`src/rtl/io_map_pkg.sv`:
```
// -----------------------------------------------------------------------------
// io_map_pkg
// Shared address map for the memory-mapped output peripheral.
//   - Word addresses of every I/O register and the I/O window page.
//   - reg_idx_e: register index used by the decoder and the read mux.
//   - decode_reg(): maps a word address (byte address [31:2]) to a reg index.
//   - in_io_window(): true when a byte address lies in 0x7000-0x7FFF.
// -----------------------------------------------------------------------------
package io_map_pkg;

    localparam logic [31:0] ADDR_LEDR   = 32'h0000_7000;
    localparam logic [31:0] ADDR_LEDG   = 32'h0000_7010;
    localparam logic [31:0] ADDR_HEX_LO = 32'h0000_7020;
    localparam logic [31:0] ADDR_HEX_HI = 32'h0000_7024;
    localparam logic [31:0] ADDR_LCD    = 32'h0000_7030;
    localparam logic [31:0] ADDR_SW     = 32'h0000_7800;

    // Upper 20 address bits shared by everything in 0x7000-0x7FFF.
    localparam logic [19:0] IO_WINDOW_PAGE = 20'h0_0007;

    // Registers that are always built (LEDR, LEDG, HEX_LO, HEX_HI).
    localparam int NUM_BASE_REGS = 4;

    typedef enum logic [2:0] {
        REG_LEDR   = 3'd0,
        REG_LEDG   = 3'd1,
        REG_HEX_LO = 3'd2,
        REG_HEX_HI = 3'd3,
        REG_LCD    = 3'd4,
        REG_SW     = 3'd5,
        REG_NONE   = 3'd6
    } reg_idx_e;

    function automatic reg_idx_e decode_reg(input logic [29:0] word_addr);
        reg_idx_e idx;
        idx = REG_NONE;
        if (word_addr == ADDR_LEDR[31:2]) begin
            idx = REG_LEDR;
        end else if (word_addr == ADDR_LEDG[31:2]) begin
            idx = REG_LEDG;
        end else if (word_addr == ADDR_HEX_LO[31:2]) begin
            idx = REG_HEX_LO;
        end else if (word_addr == ADDR_HEX_HI[31:2]) begin
            idx = REG_HEX_HI;
        end else if (word_addr == ADDR_LCD[31:2]) begin
            idx = REG_LCD;
        end else if (word_addr == ADDR_SW[31:2]) begin
            idx = REG_SW;
        end
        return idx;
    endfunction

    function automatic logic in_io_window(input logic [31:0] addr);
        return (addr[31:12] == IO_WINDOW_PAGE);
    endfunction

endpackage

```
`src/rtl/io_strb_reg.sv`:
```
// -----------------------------------------------------------------------------
// io_strb_reg
// 32-bit register with per-byte-lane write enables and asynchronous reset.
//   clk     : rising-edge clock
//   rst     : asynchronous active-high reset, clears the register
//   wr_en   : register selected for a write this cycle
//   strb    : byte-lane enables, lane 0 = bits [7:0]
//   wr_data : write data, lanes aligned to the register
//   q       : register contents
// -----------------------------------------------------------------------------
module io_strb_reg
    import io_map_pkg::*;
(
    input  logic        clk,
    input  logic        rst,
    input  logic        wr_en,
    input  logic [3:0]  strb,
    input  logic [31:0] wr_data,
    output logic [31:0] q
);

    genvar gi;
    generate
        for (gi = 0; gi < 4; gi++) begin : g_lane
            logic [7:0] lane_reg;

            always_ff @(posedge clk or posedge rst) begin
                if (rst) begin
                    lane_reg <= 8'h00;
                end else if (wr_en && strb[gi]) begin
                    lane_reg <= wr_data[gi*8 +: 8];
                end
            end

            assign q[gi*8 +: 8] = lane_reg;
        end
    endgenerate

endmodule

```
`src/rtl/output_periph.sv`:
```
// -----------------------------------------------------------------------------
// output_periph
// Memory-mapped output peripheral: LEDR, LEDG, two HEX words, optional LCD
// register and a read-only, synchronised switch register.
//
// Optional feature: define OUTPUT_PERIPH_LCD_EN to build the LCD register at
// 0x7030. Without it o_io_lcd is 0, 0x7030 reads 0 and stores to it are
// treated as unmapped (o_addr_err set).
//
// Ports
//   i_clk, i_reset          : clock, asynchronous active-high reset
//   i_lsu_addr/i_st_data    : byte address and lane-aligned store data
//   i_st_strb/i_lsu_wren    : byte enables and store request
//   i_io_sw                 : raw asynchronous switches
//   o_ld_data               : combinational read data for i_lsu_addr
//   o_io_ledr/ledg/lcd      : register contents
//   o_io_hex0..7            : seven-segment digits (bits [6:0] of each byte)
//   o_ledr_wr               : one-cycle pulse after an LEDR store
//   o_addr_err              : last store hit an unmapped I/O window address
// -----------------------------------------------------------------------------
module output_periph
    import io_map_pkg::*;
(
    input  logic        i_clk,
    input  logic        i_reset,
    input  logic [31:0] i_lsu_addr,
    input  logic [31:0] i_st_data,
    input  logic [3:0]  i_st_strb,
    input  logic        i_lsu_wren,
    input  logic [31:0] i_io_sw,
    output logic [31:0] o_ld_data,
    output logic [31:0] o_io_ledr,
    output logic [31:0] o_io_ledg,
    output logic [6:0]  o_io_hex0,
    output logic [6:0]  o_io_hex1,
    output logic [6:0]  o_io_hex2,
    output logic [6:0]  o_io_hex3,
    output logic [6:0]  o_io_hex4,
    output logic [6:0]  o_io_hex5,
    output logic [6:0]  o_io_hex6,
    output logic [6:0]  o_io_hex7,
    output logic [31:0] o_io_lcd,
    output logic        o_ledr_wr,
    output logic        o_addr_err
);

    reg_idx_e   reg_sel;
    logic       in_window;
    logic       lcd_writable;
    logic       writable;
    logic       store_req;
    logic       wr_hit;

    logic [NUM_BASE_REGS-1:0] base_wr_en;
    logic [31:0]              wreg_q [NUM_BASE_REGS];
    logic [31:0]              lcd_q;

    logic [31:0] sw_meta_reg;
    logic [31:0] sw_sync_reg;
    logic        ledr_wr_reg;
    logic        ledr_wr_next;
    logic        addr_err_reg;
    logic        addr_err_next;

    // Byte offset within a word does not take part in decoding.
    logic unused_addr_bits;
    assign unused_addr_bits = ^i_lsu_addr[1:0];

    // ------------------------------------------------------------------
    // Decode
    // ------------------------------------------------------------------
    assign reg_sel   = decode_reg(i_lsu_addr[31:2]);
    assign in_window = in_io_window(i_lsu_addr);

    // A store with no strobe bits is not a store at all.
    assign store_req = i_lsu_wren && (i_st_strb != 4'b0000);

`ifdef OUTPUT_PERIPH_LCD_EN
    assign lcd_writable = (reg_sel == REG_LCD);
`else
    assign lcd_writable = 1'b0;
`endif

    assign writable = (reg_sel == REG_LEDR)   || (reg_sel == REG_LEDG) ||
                      (reg_sel == REG_HEX_LO) || (reg_sel == REG_HEX_HI) ||
                      lcd_writable;

    assign wr_hit = store_req && writable;

    // ------------------------------------------------------------------
    // Writable registers
    // ------------------------------------------------------------------
    genvar gi;
    generate
        for (gi = 0; gi < NUM_BASE_REGS; gi++) begin : g_base_reg
            assign base_wr_en[gi] = wr_hit && (reg_sel == reg_idx_e'(gi));

            io_strb_reg u_reg (
                .clk     (i_clk),
                .rst     (i_reset),
                .wr_en   (base_wr_en[gi]),
                .strb    (i_st_strb),
                .wr_data (i_st_data),
                .q       (wreg_q[gi])
            );
        end
    endgenerate

`ifdef OUTPUT_PERIPH_LCD_EN
    io_strb_reg u_lcd_reg (
        .clk     (i_clk),
        .rst     (i_reset),
        .wr_en   (wr_hit && lcd_writable),
        .strb    (i_st_strb),
        .wr_data (i_st_data),
        .q       (lcd_q)
    );
`else
    assign lcd_q = 32'h0000_0000;
`endif

    // ------------------------------------------------------------------
    // Switch synchroniser: two flops, reads see the second one.
    // ------------------------------------------------------------------
    always_ff @(posedge i_clk or posedge i_reset) begin
        if (i_reset) begin
            sw_meta_reg <= 32'h0000_0000;
            sw_sync_reg <= 32'h0000_0000;
        end else begin
            sw_meta_reg <= i_io_sw;
            sw_sync_reg <= sw_meta_reg;
        end
    end

    // ------------------------------------------------------------------
    // Status flags
    // ------------------------------------------------------------------
    always_comb begin
        ledr_wr_next  = wr_hit && (reg_sel == REG_LEDR);
        addr_err_next = addr_err_reg;
        if (store_req) begin
            if (writable) begin
                addr_err_next = 1'b0;
            end else if (in_window) begin
                // Includes SW, which is read-only, and LCD when not built.
                addr_err_next = 1'b1;
            end
        end
    end

    always_ff @(posedge i_clk or posedge i_reset) begin
        if (i_reset) begin
            ledr_wr_reg  <= 1'b0;
            addr_err_reg <= 1'b0;
        end else begin
            ledr_wr_reg  <= ledr_wr_next;
            addr_err_reg <= addr_err_next;
        end
    end

    // ------------------------------------------------------------------
    // Read mux (combinational, zero wait)
    // ------------------------------------------------------------------
    always_comb begin
        o_ld_data = 32'h0000_0000;
        case (reg_sel)
            REG_LEDR:   o_ld_data = wreg_q[0];
            REG_LEDG:   o_ld_data = wreg_q[1];
            REG_HEX_LO: o_ld_data = wreg_q[2];
            REG_HEX_HI: o_ld_data = wreg_q[3];
            REG_LCD:    o_ld_data = lcd_q;
            REG_SW:     o_ld_data = sw_sync_reg;
            default:    o_ld_data = 32'h0000_0000;
        endcase
    end

    // ------------------------------------------------------------------
    // Outputs
    // ------------------------------------------------------------------
    assign o_io_ledr = wreg_q[0];
    assign o_io_ledg = wreg_q[1];
    assign o_io_lcd  = lcd_q;

    // Bit 7 of each HEX byte is storage only.
    assign o_io_hex0 = wreg_q[2][6:0];
    assign o_io_hex1 = wreg_q[2][14:8];
    assign o_io_hex2 = wreg_q[2][22:16];
    assign o_io_hex3 = wreg_q[2][30:24];
    assign o_io_hex4 = wreg_q[3][6:0];
    assign o_io_hex5 = wreg_q[3][14:8];
    assign o_io_hex6 = wreg_q[3][22:16];
    assign o_io_hex7 = wreg_q[3][30:24];

    assign o_ledr_wr  = ledr_wr_reg;
    assign o_addr_err = addr_err_reg;

endmodule
```
`config.mk`:
```
export PLATFORM = sky130hd
export DESIGN_NAME = output_periph
export DESIGN_NICKNAME = d
export VERILOG_FILES = /design/src/rtl/io_map_pkg.sv /design/src/rtl/io_strb_reg.sv /design/src/rtl/output_periph.sv
export SDC_FILE = /design/constraint.sdc
export NUM_CORES = 1
export LEC_CHECK = 0
export CORE_MARGIN = 2
export CORE_UTILIZATION = 40
export CTS_BUF_LIST = sky130_fd_sc_hd__clkbuf_8
export DETAILED_ROUTE_END_ITERATION = 10
export DONT_BUFFER_PORTS = 1
export GPL_ROUTABILITY_DRIVEN = 0
export PLACE_DENSITY = 0.62
export SLEW_MARGIN = 20
export SYNTH_ARGS = -nofsm -noshare
export SYNTH_HDL_FRONTEND = slang
export SYNTH_SLANG_ARGS = --single-unit
```
`constraint.sdc`:
```
create_clock -name i_clk -period 6.4 [get_ports i_clk]
set_input_delay 0.64 -clock i_clk [delete_from_list [all_inputs] [get_ports i_clk]]
set_output_delay 0.64 -clock i_clk [all_outputs]
set_load 0.01 [all_outputs]
```
# Word-level counts from Yosys, hierarchy flattened
# Index checks and enable logic that the tools add are counted.
[word_totals] reg_bits=194 latch_bits=0 ram_bits=0 romBits=0 inputBits=103 output_inout_bits=186 word_cells=69 n_memories=0
[op_classes] n_addsub=0 multipliers=0 div_mod_pow=0 magnitude_cmp=0 eq_ne=11 shifts=0 n_mux=9 bitwise=0 reduce_logical=29
[op_table] operator="equality test 30 x 13 -> 1 bit, second input constant" count=6
[op_table] operator="case mux 32 bit (5 select lines)" count=1
[op_table] operator="logical AND 1 bit" count=22
[op_table] operator="equality test 20 x 3 -> 1 bit, second input constant" count=1
[op_table] operator="2-to-1 mux 3 bit" count=4
[op_table] operator="equality test 3 x 2 -> 1 bit, second input constant" count=2
[op_table] operator="2-to-1 mux 2 bit" count=2
[op_table] operator="nonzero test 4 bit" count=1
[op_table] operator="equality test 3 x 1 -> 1 bit, second input constant" count=1
[op_table] operator="equality test 3 bit, second input constant" count=1
[op_table] operator="logical NOT 3 bit" count=1
[op_table] operator="logical OR 1 bit" count=3
[op_table] operator="2-to-1 mux 1 bit" count=2
[op_table] operator="AND reduction 2 bit" count=1
[op_table] operator="nonzero test 2 bit" count=1

# Longest topological paths before layout
[logic_depth] ltp_word=14 depth_mapped=7 ltp_nobuf=4

# By module
# A second synthesis with hierarchy kept.
[unflattened] hier_cells=556 hier_area_um2=8384.3
[modules_own_cells] module="io_strb_reg" n_inst=4 cells_each=69 area_per_inst_um2=1189.9
[modules_own_cells] module="output_periph" n_inst=1 cells_each=280 area_per_inst_um2=3624.7

# Worst setup path after synthesis
# OpenSTA, ideal clock, no wires.
[synth_path] kind="input to output" startpoint="input i_lsu_addr[6]" endpoint="output o_ld_data[10]" t_arrival_ns=2.526 path_slack_ns=3.234 stages=5 n_path_buf=1 path_cell_list="or4_2 nor4b_1 clkbuf_1 nand2_1 a21oi_1"
[synth_via] elab_chain_len=9
[synth_lines] item="start: declaration" line_no="output_periph.sv:26" text="input logic [31:0] i_lsu_addr,"
[synth_lines] item="equality test 30 x 13 -> 1 bit" line_no="io_map_pkg.sv:47" text="end else if (word_addr == ADDR_SW[31:2]) begin"
[synth_lines] item="2-to-1 mux 2 bit" line_no="io_map_pkg.sv:47"
[synth_lines] item="2-to-1 mux 2 bit" line_no="io_map_pkg.sv:45" text="end else if (word_addr == ADDR_LCD[31:2]) begin"
[synth_lines] item="2-to-1 mux 3 bit" line_no="io_map_pkg.sv:43" text="end else if (word_addr == ADDR_HEX_HI[31:2]) begin"
[synth_lines] item="2-to-1 mux 3 bit" line_no="io_map_pkg.sv:41" text="end else if (word_addr == ADDR_HEX_LO[31:2]) begin"
[synth_lines] item="2-to-1 mux 3 bit" line_no="io_map_pkg.sv:39" text="end else if (word_addr == ADDR_LEDG[31:2]) begin"
[synth_lines] item="2-to-1 mux 3 bit (*)" line_no="io_map_pkg.sv:37" text="if (word_addr == ADDR_LEDR[31:2]) begin"
[synth_lines] item="equality test 3 bit (tied with other cells)" line_no="output_periph.sv:166" text="case (reg_sel)"
[synth_lines] item="case mux 32 bit (5 select lines) (*)" line_no="output_periph.sv:166"
[synth_lines] item="end: declaration" line_no="output_periph.sv:31" text="output logic [31:0] o_ld_data,"
# Mark *: on every way between the ends. The rest lies on a longest branch, timed or not.

# Final worst setup path
[layout_path] startpoint="input i_lsu_addr[6]" endpoint="output o_ld_data[17]"
# The elaborated chain is that of the path after synthesis.

==> reports/results.ini <==
[sta]
rsz0062_at_grt=false
tightestPinTransition_ns=1.04
period_share_pct=59.0
final_max_slew_viol_count=0
setup_tns_ns=0
min_period_ns=3.78
setup_viol=0
slew_headroom_pct=30.5
timing.hold.ws_ns=0.159
report.final.hold_viol_count=0
setup_ws_ns=2.62
fmax_ghz=0.265
fin_worst_skew_ns=0.0135

[place]
dp_cells=947
place.port_buffers=0
dp_hpwl_mm=14.9
dp_slack_ns=2.46

[cells_and_area]
largest_reg_flops=128
multiInputGateArea_um2=3490
layout-drive-gt1-share_pct=26.6
regArea_um2=4850
nets=789
area_growth_syn_to_layout_pct=1.56
fin_cells=981
layout_commonest_cell=dfrtp_1
final_cell_mix=194 x dfrtp_1, 113 x mux2_2, 65 x nand2_1
fillers=2090

[power]
peakVddDrop_mv=0.143
power_per_cell_area_nw_per_um2=231
total_power_mw=2.11
p_leak_nw=4.12

[clocking]
clockRootBuffer=clkbuf_8
cts_resized=0
post_cts_buffers=0
clock_path_buffers=2
cts-hold-fix-buffers=0
cts.sinks=194
clk_pin_slew_ns=0.11
h-tree-depth=4
numCtsBuffers=17
tritoncts=yes
clkLatencyLatePin_ns=0.46

[yosys]
synth_seq_area_share_pct=53.9
yosys_most_used_dff=dfrtp_1
synth_top_cell_area_share_pct=53.9
syn_area_um2=9000
syn_inst=749
yosys-top-cells-area=dfrtp_1 54%, mux2_2 14%, buf_4 7.4%
synth_area_leader_cell=dfrtp_1
synth_edf_count=0
ys_types=33
ys_ff_latch=194
async_flop_share_pct=100
synth_area_per_cell_um2=12.0
synth_warnings=0

[global_route]
overflow=0
antenna_found_initial=3
grt_pass1_vias=5466
track_usage_pct=19.6
grt_pass1_wl_mm=34.7
grt_start_max_net_pins=123

[job]
cap_violations=0

[detailed_routing]
drc_errors=0
routed_wl_mm=23.2
drt_iter0_drc=291
via_count=5328
drtPass1Iterations=4
vias_per_cell=5.43
ant_nets=0
wire_per_inst_um=23.6

[hold_path]
hold_class=input pin to asynchronous set/reset pin

[floorplanning]
initial_core_util_pct=41.0
ios=289
die_area_um2=23700
die_h_um=154
die_w_um=154
coreArea_um2=22000
core.rowCount=54

[worst_setup_path]
crit_type=input pin to primary output
cp_slowest_cell=nor4b_2
start_kind=input pin
endpoint_kind=primary output
slowest_delay_ns=0.77
path_cells=or4_2, nor4b_2, buf_4, nand2_1, a21oi_1
worstPathRequired_ns=5.76
cp_max_fo=28
arrival_ns=3.14

[outcome]
outcome=finished, final reports clean

-- per-layer routing --
layer	wire length, um	track usage (%)	vias up
met2	10900	31.6	244
li1	-	-	2349
met3	1960	7.24	40
met1	9720	24.3	2693
met4	605	7.03	2
met5	13	0	-
-- cells in the mapped netlist, drive strengths merged, types with 2 or more instances --
cell and n:
nor2 38, dfrtp 194, and4 2, nand2 66, o21ai 32, or4 5
mux2i 37, nor4b 2, nor4 15, nand2b 31, nand3 12, clkbuf 22
a21oi 59, buf 96, mux2 129
-- cells by family after synthesis --
| kind of cell | count (synthesis) | share of synthesized area [%] |
|---|---|---|
| muxes | 166 | 20.9 |
| AOI/OAI and AO/OA | 93 | 5.28 |
| and+or+nand+nor | 176 | 11.1 |
| buffers and inverters | 119 | 8.77 |
| DFF | 194 | 53.9 |
| other | 1 | 0.0416 |
-- where the power goes --
part	switching (mW)	internal, mW	total, mW	leakage (nW)
registers	0.00489	1.25	1.25	2.56
clock network	0.471	0.332	0.803	0.203
logic	0.0468	0.0133	0.0601	1.35
total	0.523	1.59	2.11	4.12
-- critical path, delay by kind of cell --
family          cells  cell delay (ns)
simple gates        3             1.60
buf+inv             1             0.54
compound gates      1             0.36
-- metrics by stage --
| stage | area (um2) | util (%) |
|---|---|---|
| global route | 9140 | 41.6 |
| floorplan | 9120 | - |
| CTS | 9140 | 41.6 |
| finish | 9140 | 41.6 |
| detailed placement | 8750 | 39.8 |
| global placement | 8750 | 39.8 |
-- area by class of cell --
cell class                      count  area share (%)
Sequential cell                   194            53.1
Multi-Input combinational cell    467            38.2
Tap cell                          280            3.83
Clock buffer                       18            2.71
Clock inverter                     14            1.57
Timing Repair Buffer                5           0.411
Inverter                            1           0.123
Antenna cell                        2          0.0547
-- final timing paths --
kind | startpoint | to | slack, ns | cells after the start
setup / recovery | i_lsu_addr[6] | o_ld_data[17] | 2.62 | 5
hold / removal | i_reset | g_base_reg[1].u_reg.g_lane[1].lane_reg[3]$_DFFE_PP0P_ | 0.16 | 1
setup reg to reg | g_base_reg[3].u_reg.g_lane[0].lane_reg[6]$_DFFE_PP0P_ | g_base_reg[3].u_reg.g_lane[0].lane_reg[6]$_DFFE_PP0P_ | 5.54 | 1
hold reg to reg | sw_meta_reg[6]$_DFF_PP0_ | sw_sync_reg[6]$_DFF_PP0_ | 0.35 | 0
max in group asynchronous | i_reset | sw_sync_reg[8]$_DFF_PP0_ | 4.77 | 2
min in group i_clk | i_io_sw[27] | sw_meta_reg[27]$_DFF_PP0_ | 0.19 | 0
(Power assumes the default switching activity.)
==> edit 1: new RTL, same settings <==
Register the output `o_io_ledg`, cleared by the reset; this adds one clock of latency there. The other outputs are not delayed to match.
--- a/src/rtl/output_periph.sv
+++ b/src/rtl/output_periph.sv
@@ -178,7 +178,13 @@
     // Outputs
     // ------------------------------------------------------------------
     assign o_io_ledr = wreg_q[0];
-    assign o_io_ledg = wreg_q[1];
+    always_ff @(posedge i_clk or posedge i_reset) begin
+        if (i_reset) begin
+            o_io_ledg <= '0;
+        end else begin
+            o_io_ledg <= wreg_q[1];
+        end
+    end
     assign o_io_lcd  = lcd_q;
 
     // Bit 7 of each HEX byte is storage only.
Function: changed (Yosys sat finds a counterexample within 4 cycles, from zero or initial values and one cycle with i_reset high).
==> edit 1 against the original RTL <==
Synthesized cell count rose by 2.1%; core utilization rose by 0.93 points; sequential cell count rose by 32; maximum frequency fell by 13%; cell area rose by 14%; area after synthesis rose by 10%; total power rose by 29%; clock skew fell by 3.4 ps; wire length rose by 12%; register-to-register slack barely moved; first-iteration DRC count fell by 10%; setup slack got worse by 560 ps; highest routed layer is now met4.
==> edit 1: results (changes against the original RTL) <==
Power and ir drop
The internal power came to 0.00210 W (+32%). The cell leakage power is 5.03 nW (+22%). The peak ir drop on the vdd network is 0.231 mV (+62%).

CTS
The clock edge transition at the registers on the reported setup and hold paths is 60 ps (-50 ps). The maximum number of buffers from clock root to sink came to 3 (+1). The total CTS buffers is 39 (+22). Clock tree synthesis selected as its root buffer the cell sky130_fd_sc_hd__clkbuf_8. The number of H-tree levels is 2 (-2). The clock latency on the worst-skew pair was 520 ps (+60 ps).

Routing
The wire length after detailed routing was 25900 um (+12%). The total iterations of the first detailed-routing run is 4 (unchanged). The average vias per placed instance is 5.33 (-1.8%). The initial detailed-routing violation count is 262 (-10%).

Yosys
Ranked by instance count, the synthesized netlist is headed by sky130_fd_sc_hd__dfrtp_1 (226), sky130_fd_sc_hd__mux2_2 (100), sky130_fd_sc_hd__buf_4 (90), sky130_fd_sc_hd__nand2_1 (51), sky130_fd_sc_hd__a21oi_1 (48). The fraction of synthesis flops using an asynchronous set or reset pin is 1.00 (unchanged). The number of distinct library cell variants in the gate-level netlist after synthesis is 41 (+24%). The share of the synthesized area in the top cell type is 0.568 (+0.0293). The sequential element share of the synthesized area is 0.568 (+0.0293).

By area the synthesized netlist is led by sky130_fd_sc_hd__dfrtp_1 (57%), sky130_fd_sc_hd__mux2_2 (11%), sky130_fd_sc_hd__buf_4 (6.8%), sky130_fd_sc_hd__mux2_4 (4.4%), sky130_fd_sc_hd__mux2i_1 (3.2%).

GRT
The all-layer global routing usage was 0.196 (-0.000723). The wire length of the first global-routing pass is 38000 um (+9.6%). The number of global-route vias before repair was 5986 (+9.5%). The number of antenna violations at the first check in global routing was 0 (-3). The largest net degree at the start of global routing came to 111 (-9.8%).

Cells and area
The share of layout cells above drive strength 1 was 0.280 (+0.0140). The total of fill cells in the finished design is 2294 (+9.8%). The antenna cell count is 0 (-2). The post-layout net count came to 821 (+4.1%). The number of flip-flops in the largest register came to 128 (unchanged).

Min path
In this run the worst hold path is classified as in2async.

Timing
The max-slew headroom at the worst pin was 0.269 (-0.0360). The hold violation count in the final report is 0 (unchanged). The clock tree skew after final layout was 10.1 ps (-3.42 ps).

Worst setup path
The maximum fanout count along the critical path came to 31 (+11%). The signal arrival time at the worst endpoint is 3700 ps (+560 ps).

Outcome
The run finished with clean final reports.

Placement
The HPWL reported at the end of detailed placement is 16800 um (+12%).
==> edit 1: changes by cell type in the layout (fill, tap and decap cells not counted), sizes merged, moves of 4 or more <==
cell / change
a21oi: -11
a32o: +16
clkbuf: +27
dfrtp: +32
inv: +6
mux2i: -5
nand2: -15
nand2b: -15
nand3: -5
nor2: -4
==> edit 1: routing by layer <==
layer	wire [um]	up-vias	track usage
li1	-	2454	-
met1	10700	2934	0.246
met2	12300	242	0.319
met3	2310	39	0.0702
met4	543	0	0.0583
met5	0	-	0
==> edit 1: power groups by stage <==
stage	Clock [W]	Combinational [W]	Sequential [W]
after CTS	0.00123	0.0000804	0.00146
after global routing	0.00130	0.0000882	0.00146
after global placement	0	0.0000802	0.00148
final	0.00119	0.0000782	0.00146
after floorplan	0	0.0000810	0.00148
after detailed placement	0	0.0000803	0.00148
==> edit 1: cell families after synthesis <==
group | share of synthesized area
other cells | 0.000377
simple gates | 0.0973
mux | 0.189
flops | 0.568
compound gates | 0.0589
buf+inv | 0.0858
==> edit 1: worst max-delay path: stages <==
cell                      delay (ps)
sky130_fd_sc_hd__nor4_4          390
sky130_fd_sc_hd__nand3_1         800
sky130_fd_sc_hd__or4_2          1380
sky130_fd_sc_hd__a21oi_1         460
==> edit 1: worst paths after layout <==
check	from	to	slack (ps)	cells after the start
max in group asynchronous	i_reset	g_base_reg[3].u_reg.g_lane[0].lane_reg[5]$_DFFE_PP0P_	4730	3
min	i_reset	g_base_reg[2].u_reg.g_lane[3].lane_reg[0]$_DFFE_PP0P_	130	1
min in group i_clk	i_io_sw[1]	sw_meta_reg[1]$_DFF_PP0_	140	0
max reg2reg	g_base_reg[3].u_reg.g_lane[0].lane_reg[3]$_DFFE_PP0P_	g_base_reg[3].u_reg.g_lane[0].lane_reg[3]$_DFFE_PP0P_	5530	1
max	i_lsu_addr[18]	o_ld_data[20]	2060	4
min reg2reg	sw_meta_reg[26]$_DFF_PP0_	sw_sync_reg[26]$_DFF_PP0_	330	0
==> edit 1: cell type report <==
class | instances | share of cell area
Timing Repair Buffer | 5 | 0.00482
Tap cell | 324 | 0.0390
Inverter | 4 | 0.00181
Sequential cell | 226 | 0.545
Clock buffer | 45 | 0.0596
Multi-Input combinational cell | 442 | 0.343
Clock inverter | 17 | 0.00699
==> edit 1: metrics by stage <==
step	hold WS [ps]	cells	total power, W	worst slack, ps	area (um2)
finish	125	1063	0.00272	2060	10400
global route	94.5	1063	0.00284	1960	10400
CTS	99.4	1063	0.00277	2070	10400
detailed placement	336	1001	0.00156	2070	9690
global placement	331	1001	0.00156	2130	9690
floorplan	331	796	0.00156	2810	10100
==> edit 2: new RTL, same settings <==
Made on the original files. Set the package constant `NUM_BASE_REGS` to 16 (it was 4).
--- a/src/rtl/io_map_pkg.sv
+++ b/src/rtl/io_map_pkg.sv
@@ -19,7 +19,7 @@
     localparam logic [19:0] IO_WINDOW_PAGE = 20'h0_0007;
 
     // Registers that are always built (LEDR, LEDG, HEX_LO, HEX_HI).
-    localparam int NUM_BASE_REGS = 4;
+    localparam int NUM_BASE_REGS = 16;
 
     typedef enum logic [2:0] {
         REG_LEDR   = 3'd0,
Behaviour: unchanged (equiv_simple and equiv_induct, registers matched by name and starting in step).
==> edit 2 against the original RTL <==
Global-route usage decreased by 0.71 points; cell area up 0.44%; total power increased by 1.9%; maximum frequency rose by 8.4%; setup slack better by 290 ps; wire length shrank 2.7%; area after synthesis barely moved; sequential cell count is the same; die area is essentially flat; critical path type unchanged; largest power group unchanged.
==> edit 2: results (changes against the original RTL) <==
Outcome
The run finished with clean final reports.

GRT
The met3 track demand over resource is 0.0767 (+0.00423). The number of antenna violations at the first check in global routing is 0 (-3). The met1 usage is 0.226 (-0.0175). The global-route track usage on met2 is 0.325 (+0.00940). The number of global-route vias before repair was 5331 (-2.5%). The largest net degree at the start of global routing is 127 (+3.3%). The wire length of the first global-routing pass is 33500 um (-3.2%).

CTS
The clock latency on the worst-skew pair came to 440 ps (-20 ps).

Worst setup path
The worst stage delay on the critical path is 800 ps (+30 ps). The capture point of the critical path is o_ld_data[7]. The worst register-to-register path begins at g_base_reg[1].u_reg.g_lane[0].lane_reg[7]$_DFFE_PP0P_. The slowest stage of the critical path is the sky130_fd_sc_hd__nor4_1 cell. The capturing point of the worst reg2reg path is g_base_reg[1].u_reg.g_lane[0].lane_reg[7]$_DFFE_PP0P_.

Placement
The number of placed cells counting well taps is 949 (+0.21%). The worst setup slack before clock tree synthesis is 2790 ps (+335 ps). The post-detailed-placement cell area is 8760 um2 (+0.16%). The HPWL reported at the end of detailed placement came to 14700 um (-1.5%).

Yosys
The complex-gate fraction of the synthesized area was 0.0528 (about the same). The mux contribution to synthesized area is 0.209 (about the same). The sequential element share of the synthesized area is 0.539 (about the same).

By area the synthesized netlist is led by sky130_fd_sc_hd__dfrtp_1 (54%), sky130_fd_sc_hd__mux2_2 (14%), sky130_fd_sc_hd__buf_4 (7.4%), sky130_fd_sc_hd__mux2i_1 (4.1%), sky130_fd_sc_hd__a21oi_1 (3.3%).

Power and ir drop
The portion of total power attributed to sequential cells is 0.581 (-0.010). The reported net switching power is 0.000506 W (-3.2%).

Timing
The post-route clock period utilization was 0.544 (-0.0458). The clock tree skew after final layout is 10.9 ps (-2.58 ps). The hold slack is 200 ps (+41.5 ps).

Routing
The post-route met1 wirelength was 9110 um (-6.3%). The initial detailed-routing violation count is 246 (-15%). The met3 wire length is 1990 um (+1.4%).

The total iterations of the first detailed-routing run was 5 (+1). The wire length per cell after detailed routing is 23.0 um (-2.7%).

Cells and area
The antenna cell count is 0 (-2). The share of layout cells above drive strength 1 was 0.268 (+0.00209). The post-layout net count is 791 (+0.25%).
edit 2: cell types whose count changed in the layout (fill, tap and decap cells not counted):
cell,before,now
sky130_fd_sc_hd__clkinv_4,4,2
sky130_fd_sc_hd__clkinv_2,1,0
sky130_fd_sc_hd__or2b_2,1,0
sky130_fd_sc_hd__clkinvlp_4,1,4
sky130_fd_sc_hd__diode_2,2,0
sky130_fd_sc_hd__clkbuf_8,18,20
sky130_fd_sc_hd__inv_8,5,3
sky130_fd_sc_hd__bufinv_16,1,2
sky130_fd_sc_hd__or2b_1,0,1
sky130_fd_sc_hd__buf_4,5,7
sky130_fd_sc_hd__inv_1,1,0
edit 2: cell type report:
cell class / instances / area (um2)
Clock buffer: 20 / 275
Timing Repair Buffer: 7 / 52.6
Sequential cell: 194 / 4850
Clock inverter: 12 / 148
Inverter: 1 / 11.3
Fill cell: 2082 / 12800
Multi-Input combinational cell: 467 / 3490
Tap cell: 280 / 350
